==> config.mk <==
export PLATFORM = sky130hd
export DESIGN_NAME = dmem_arbiter
export DESIGN_NICKNAME = d
export VERILOG_FILES = /design/src/rtl/dmem_arbiter.sv
export SDC_FILE = /design/constraint.sdc
export NUM_CORES = 1
export LEC_CHECK = 0
export CAP_MARGIN = 10
export CORE_UTILIZATION = 29
export DETAILED_ROUTE_END_ITERATION = 6
export SLEW_MARGIN = 25
export SYNTH_ARGS = -nofsm -noshare
export SYNTH_HDL_FRONTEND = slang
export SYNTH_SLANG_ARGS = --single-unit
==> constraint.sdc <==
create_clock -name clk -period 4.28 [get_ports clk]
set_input_delay 0.856 -clock clk [delete_from_list [all_inputs] [get_ports clk]]
set_output_delay 0.856 -clock clk [all_outputs]
set_load 0.005 [all_outputs]
==> src/rtl/dmem_arbiter.sv <==
// dmem_arbiter
// Shares the core's single data-memory port between the CPU and a host/debug
// port. The CPU passes straight through combinationally and always wins. A host
// request is buffered and issued in the first cycle where the CPU makes no data
// access.
//
// Ports:
//   clk, rst                          clock, synchronous active-high reset
//   cpu_daddr/ddout/doe/dwe0/dwe1     CPU data port in; cpu_ddin read data out
//   host_req/we/be/addr/wdata         host request (single-cycle req pulse)
//   host_busy/ack/rdata               host status, completion pulse, read data
//   mem_addr/wdata/oe/we0/we1         to the data memory; mem_rdata async read
//   starve_cnt, starve_flag           host wait-cycle count and sticky flag
module dmem_arbiter #(
  parameter logic [7:0] STARVE_LIMIT = 8'd255
) (
  input  logic        clk,
  input  logic        rst,
  input  logic [15:0] cpu_daddr,
  input  logic [15:0] cpu_ddout,
  input  logic        cpu_doe,
  input  logic        cpu_dwe0,
  input  logic        cpu_dwe1,
  output logic [15:0] cpu_ddin,
  input  logic        host_req,
  input  logic        host_we,
  input  logic [1:0]  host_be,
  input  logic [15:0] host_addr,
  input  logic [15:0] host_wdata,
  output logic        host_busy,
  output logic        host_ack,
  output logic [15:0] host_rdata,
  output logic [15:0] mem_addr,
  output logic [15:0] mem_wdata,
  output logic        mem_oe,
  output logic        mem_we0,
  output logic        mem_we1,
  input  logic [15:0] mem_rdata,
  output logic [7:0]  starve_cnt,
  output logic        starve_flag
);

  typedef enum logic [1:0] {IDLE, PEND, DONE} state_t;

  state_t      state_q, state_d;
  logic [15:0] buf_addr_q, buf_addr_d;
  logic [15:0] buf_wdata_q, buf_wdata_d;
  logic        buf_we_q, buf_we_d;
  logic [1:0]  buf_be_q, buf_be_d;
  logic [15:0] rdata_q, rdata_d;
  logic [7:0]  cnt_q, cnt_d;
  logic        flag_q, flag_d;

  logic cpu_act;
  logic host_drive;

  assign cpu_act = cpu_doe | cpu_dwe0 | cpu_dwe1;
  // rst gates the host path so a pending op never reaches memory in the reset cycle
  assign host_drive = (state_q == PEND) & ~cpu_act & ~rst;

  always_comb begin
    if (host_drive) begin
      mem_addr  = buf_addr_q;
      mem_wdata = buf_wdata_q;
      mem_oe    = ~buf_we_q;
      mem_we0   = buf_we_q & buf_be_q[0];
      mem_we1   = buf_we_q & buf_be_q[1];
    end else begin
      mem_addr  = cpu_daddr;
      mem_wdata = cpu_ddout;
      mem_oe    = cpu_doe;
      mem_we0   = cpu_dwe0;
      mem_we1   = cpu_dwe1;
    end
  end

  assign cpu_ddin    = mem_rdata;
  assign host_busy   = (state_q != IDLE);
  assign host_ack    = (state_q == DONE);
  assign host_rdata  = rdata_q;
  assign starve_cnt  = cnt_q;
  assign starve_flag = flag_q;

  always_comb begin
    state_d     = state_q;
    buf_addr_d  = buf_addr_q;
    buf_wdata_d = buf_wdata_q;
    buf_we_d    = buf_we_q;
    buf_be_d    = buf_be_q;
    rdata_d     = rdata_q;
    cnt_d       = cnt_q;
    flag_d      = flag_q;
    case (state_q)
      IDLE: begin
        if (host_req) begin
          buf_addr_d  = host_addr;
          buf_wdata_d = host_wdata;
          buf_we_d    = host_we;
          buf_be_d    = host_be;
          cnt_d       = 8'd0;
          flag_d      = 1'b0;
          state_d     = PEND;
        end
      end
      PEND: begin
        if (!cpu_act) begin
          // access goes out this cycle; async read data is valid now
          if (!buf_we_q) rdata_d = mem_rdata;
          state_d = DONE;
        end else begin
          if (cnt_q != 8'hFF) cnt_d = cnt_q + 8'd1;
          if (cnt_d >= STARVE_LIMIT) flag_d = 1'b1;
        end
      end
      DONE:    state_d = IDLE;
      default: state_d = IDLE;
    endcase
  end

  always_ff @(posedge clk) begin
    if (rst) begin
      state_q     <= IDLE;
      buf_addr_q  <= 16'h0000;
      buf_wdata_q <= 16'h0000;
      buf_we_q    <= 1'b0;
      buf_be_q    <= 2'b00;
      rdata_q     <= 16'h0000;
      cnt_q       <= 8'd0;
      flag_q      <= 1'b0;
    end else begin
      state_q     <= state_d;
      buf_addr_q  <= buf_addr_d;
      buf_wdata_q <= buf_wdata_d;
      buf_we_q    <= buf_we_d;
      buf_be_q    <= buf_be_d;
      rdata_q     <= rdata_d;
      cnt_q       <= cnt_d;
      flag_q      <= flag_d;
    end
  end

endmodule

After elaboration in Yosys (flattened, before gate mapping). Cells that the tools add are included. Widths: inputs -> output; s select.

Register bits after elaboration: 62. ROM bits: 0. Latch bits: 0. Output and inout bits: 78. Bits of input ports: 89. RAM bits: 0. Memories kept: 0.

Eq/ne operators: 7. Mux-type cells: 18. Bitwise gates (word level): 9. Multipliers: 0. Reduce and logical (&&, ||, !) cells: 8. Shift-type cells: 0. Order comparisons: 1. $add $sub $neg: 1. Div/mod/pow operators: 0.

Operators by type and width (count): $mux 8 (5); $mux 16 (2); $pmux 8 s2 (1); $add 8x1->8 const B (1); $ge 8x8->1 const B (1); $ne 8x8->1 const B (1); $mux 1 (6); $ne 2x2->1 const B (3); $reduce_and 3->1 (2); $and 1x1->1 (4); $mux 2 (2); $pmux 2 s2 (1); $reduce_and 2->1 (2); $reduce_and 4->1 (1); $reduce_bool 2->1 (2); $not 1->1 (3); $eq 2x1->1 const B (1); $eq 2x2->1 const B (1); $logic_not 2->1 (1); $ne 2x1->1 const B (1); $or 1x1->1 (2); $pmux 1 s2 (1).

Depth between registers and ports, before layout.
Word-level depth: 8. Depth in mapped cells: 6. Depth with buffers taken out: 5.

Least setup slack after synthesis. OpenSTA, ideal clock, no wires.

Path kind: input port to output port. Start point: in cpu_dwe0. End point: out mem_addr[10]. Stages: 4. Arrival time: 2.059 ns. Slack: 1.365 ns. Path buffers: 1. Path through: nor3_4 -> nor3b_4 -> buf_4 -> mux2_2.

Longest elaborated chain between the ends: 6.

Ends and longest elaborated chain: start: declaration (line 22) `input logic cpu_dwe0,`; $or 1x1->1 (2 in series) (line 57) `assign cpu_act = cpu_doe | cpu_dwe0 | cpu_dwe1;`; $not 1->1 (no source line); $and 1x1->1 (2 in series) (line 59) `assign host_drive = (state_q == PEND) & ~cpu_act & ~rst;`; $mux 16 (line 62) `if (host_drive) begin`; end: declaration (line 33) `output logic [15:0] mem_addr,`.

No other way between the ends.

Worst setup path after layout.
Start point: in cpu_doe. End point: out mem_wdata[10].

Longest elaborated chain between the ends: 6.

Ends and longest elaborated chain: start: declaration (line 21) `input logic cpu_doe,`; $or 1x1->1 (2 in series) (line 57); $not 1->1 (no source line); $and 1x1->1 (2 in series) (line 59); $mux 16 (line 62); end: declaration (line 34) `output logic [15:0] mem_wdata,`.

No other way between the ends.

==> summary.txt <==
clk_lat worst skew -> 0.34 ns
Critical Path AT -> 3.12 ns
Tcrit/Tclk final -> 92.8%
Pins Over Slew Limit -> 0
EDFF count, synth -> 0
Total Routed Length -> 8680 µm
Setup WS post-layout -> 0.308 ns
ys async rst share -> 0%
Critical Path Source Type -> input pin
first drt pass iteration count -> 4
Slew HR -> 56.7%
CTS Sinks -> 62
syn nets -> 440
leak pwr -> 1.73 nW
register area share after synthesis -> 41.0%
TritonCTS buffer count -> 9
Power Dens Cells -> 289 nW/µm²
Longest Clk Path Bufs -> 2
Mapped Cells -> 350
NumNets Final -> 582
Max FO, Critical Path -> 25
I/O pins -> 167
largest net degree at the start of global routing -> 63
worst path cell trace -> clkdlybuf4s50_1 > nor3_4 > nor3b_4 > buf_12 > mux2_2 > clkdlybuf4s50_1
status -> complete, no violations
post-route minimum period -> 3.97 ns
YS warnings -> 0
GP Congestion -> 0.779
CTS clk-pin slew, worst paths -> 0.07 ns
Mean Syn Cell Area -> 8.64 µm²
Setup violations, final -> 0
Hold Path Class -> register to register
Clock Skew -> 0.00513 ns
Post-DP HPWL -> 6150 µm
CP max stage cell -> clkdlybuf4s50_1
Buf+Inv Stages, Crit Path -> 3
fmax -> 252 MHz
final hold viol count -> 0
most frequent CP cell -> clkdlybuf4s50_1
Setup Crit Path Kind -> input pin to primary output
Place WS -> 0.350 ns
GRT Residual Overflow -> 0
core area -> 9950 µm²
Die H -> 104 µm
Vias per Instance -> 4.69
H-Tree Depth -> 3
first-pass GRT wire length -> 14300 µm
hold_ws -> 0.455 ns
DR iter-0 viols -> 137
number of antenna diodes -> 0
crit end category -> primary output
CP max stage delay -> 0.53 ns
GRT Total Usage -> 16.4%
vias in the first global route -> 2891
IO Port Bufs -> 166
number of fill cells in the layout -> 955
top cell family by delay on the critical path -> buffers and inverters
Antenna Nets Post-Route -> 0
fin util -> 49.0%
Top FF cell, synth -> dfxtp_1
layout cell share with drive strength beyond 1 -> 13.1%
register area -> 1240 µm²
CTS tree -> built
Site Rows -> 36
initial antenna violation count -> 0
Root Buffer -> clkbuf_8
total of max-cap violations -> 0
Avg WL per Cell -> 13.8 µm
Synth Cell Area -> 3020 µm²
Initial Util -> 30.4%
remaining routing DRC violations -> 0
postcts setup bufs -> 0
Multi-input gate area -> 1530 µm²
RSZ-0062 raised after global routing -> no
CP required -> 3.42 ns
# hold bufs at CTS -> 0
Die Wd -> 104 µm
Area Growth Syn to Fin -> 61.2%
die area -> 10800 µm²
synthesized flop and latch total -> 62
peak supply drop -> 159 µV
Yosys cell types -> 44
post_cts resized -> 0
worst slew pin tran -> 0.649 ns
final setup TNS -> 0 ns
vias after detailed routing -> 2952
[metal layers]
metal	share of wire, %	wire length [µm]	track usage, %	up-vias
met5	0	0	0	-
met4	0.85	74	5.61	0
met3	7.5	649	4.95	8
met2	48	4130	27.9	118
met1	44	3820	19.6	1348
li1	-	-	-	1478
[synth_stat cells, types with 2 or more instances]
cell       number  area share (%)
nor3_1          3            0.50
o31ai_1         2            0.50
dfxtp_1        62              41
nand2_1        78             9.7
o211ai_1        2            0.50
buf_6           2            0.74
o21ai_0         3            0.50
a211oi_1        3            0.74
nor3b_1         2            0.50
nand3_1         4            0.66
mux2_2         32              12
inv_1           3            0.37
and2_1          2            0.41
clkbuf_1       17             2.1
a22oi_1         2            0.50
nand4b_1        2            0.58
a41oi_1         2            0.58
a31o_2          2            0.58
a21oi_1        41             6.8
a211o_1         2            0.58
nor2_1         22             2.7
nand4_1         2            0.41
a31oi_1         2            0.41
a2111oi_0       2            0.58
mux2i_1        16             5.3
buf_4          21             5.2
nand2b_1        2            0.41
[per-stage QoR]
step,cell area [µm²],power (W),cells
6_report,4870,0.00141,629
5_1_grt,4870,0.00148,629
3_5_place_dp,4670,0.000885,614
3_3_place_gp,4670,0.000882,614
2_1_floorplan,3020,0.000727,350
4_1_cts,4870,0.00143,629
[path summary, 6_finish.rpt]
check / start / depth (start not counted) / end / slack [ns]
max: cpu_doe / 6 / mem_wdata[10] / 0.31
min: buf_wdata_q[12] / 2 / buf_wdata_q[12] / 0.46
max reg2reg: starve_cnt[0] / 5 / starve_flag / 2.30
min reg2reg: buf_wdata_q[12] / 2 / buf_wdata_q[12] / 0.46
[worst register-to-register path: cells and delay by family, from the launching register on]
kind | cells | cell delay (ns)
DFF | 1 | 0.42
AOI/OAI and AO/OA | 3 | 0.88
and+or+nand+nor | 1 | 0.26
adders and majority gates | 1 | 0.34
[area by class of cell]
class,count,area share (%)
multi-input cells,244,31.5
clock buffers,12,3.39
clock inverters,3,0.873
repair buffers,172,35.2
inverters,3,0.231
well taps,133,3.41
flip-flops and latches,62,25.5
[cells by family (layout without fill, tap and decap cells)]
family / after synthesis / count (layout) / synth area share, %
simple gates: 127 / 127 / 19.0
compound gates: 68 / 68 / 13.7
flops: 62 / 62 / 41.0
mux: 48 / 48 / 17.2
buf+inv: 44 / 190 / 8.61
fa+ha+maj: 1 / 1 / 0.414
[sequential cells by signal (all words and copies together), names as in the netlist]
signal,count
buf_be_q,2
buf_we_q,1
starve_cnt,8
buf_wdata_q,16
state_q,2
host_rdata,16
buf_addr_q,16
starve_flag,1
[cell usage in the layout, fill, tap and decap left out, types with 2 or more instances in the layout]
master / n
clkbuf_8: 12
o211ai_1: 2
o31ai_1: 2
and2_1: 2
nand4_1: 2
buf_4: 5
a41oi_1: 2
nor3b_2: 2
nand2_1: 78
nand3_1: 4
nor3_1: 3
a31o_2: 2
o21ai_0: 3
a31oi_1: 2
a22oi_1: 2
a211o_1: 2
nor2_1: 22
a21oi_1: 41
a211oi_1: 3
mux2_2: 32
dfxtp_1: 62
a2111oi_0: 2
clkdlybuf4s50_1: 165
nand4b_1: 2
nand2b_1: 2
inv_1: 3
mux2i_1: 16
[power breakdown]
part | total, W | internal [W] | switching, W
combinational | 0.000253 | 0.000161 | 0.0000921
sequential | 0.000617 | 0.000601 | 0.0000163
clock | 0.000537 | 0.000312 | 0.000224
Power figures use the tool's default switching activity.
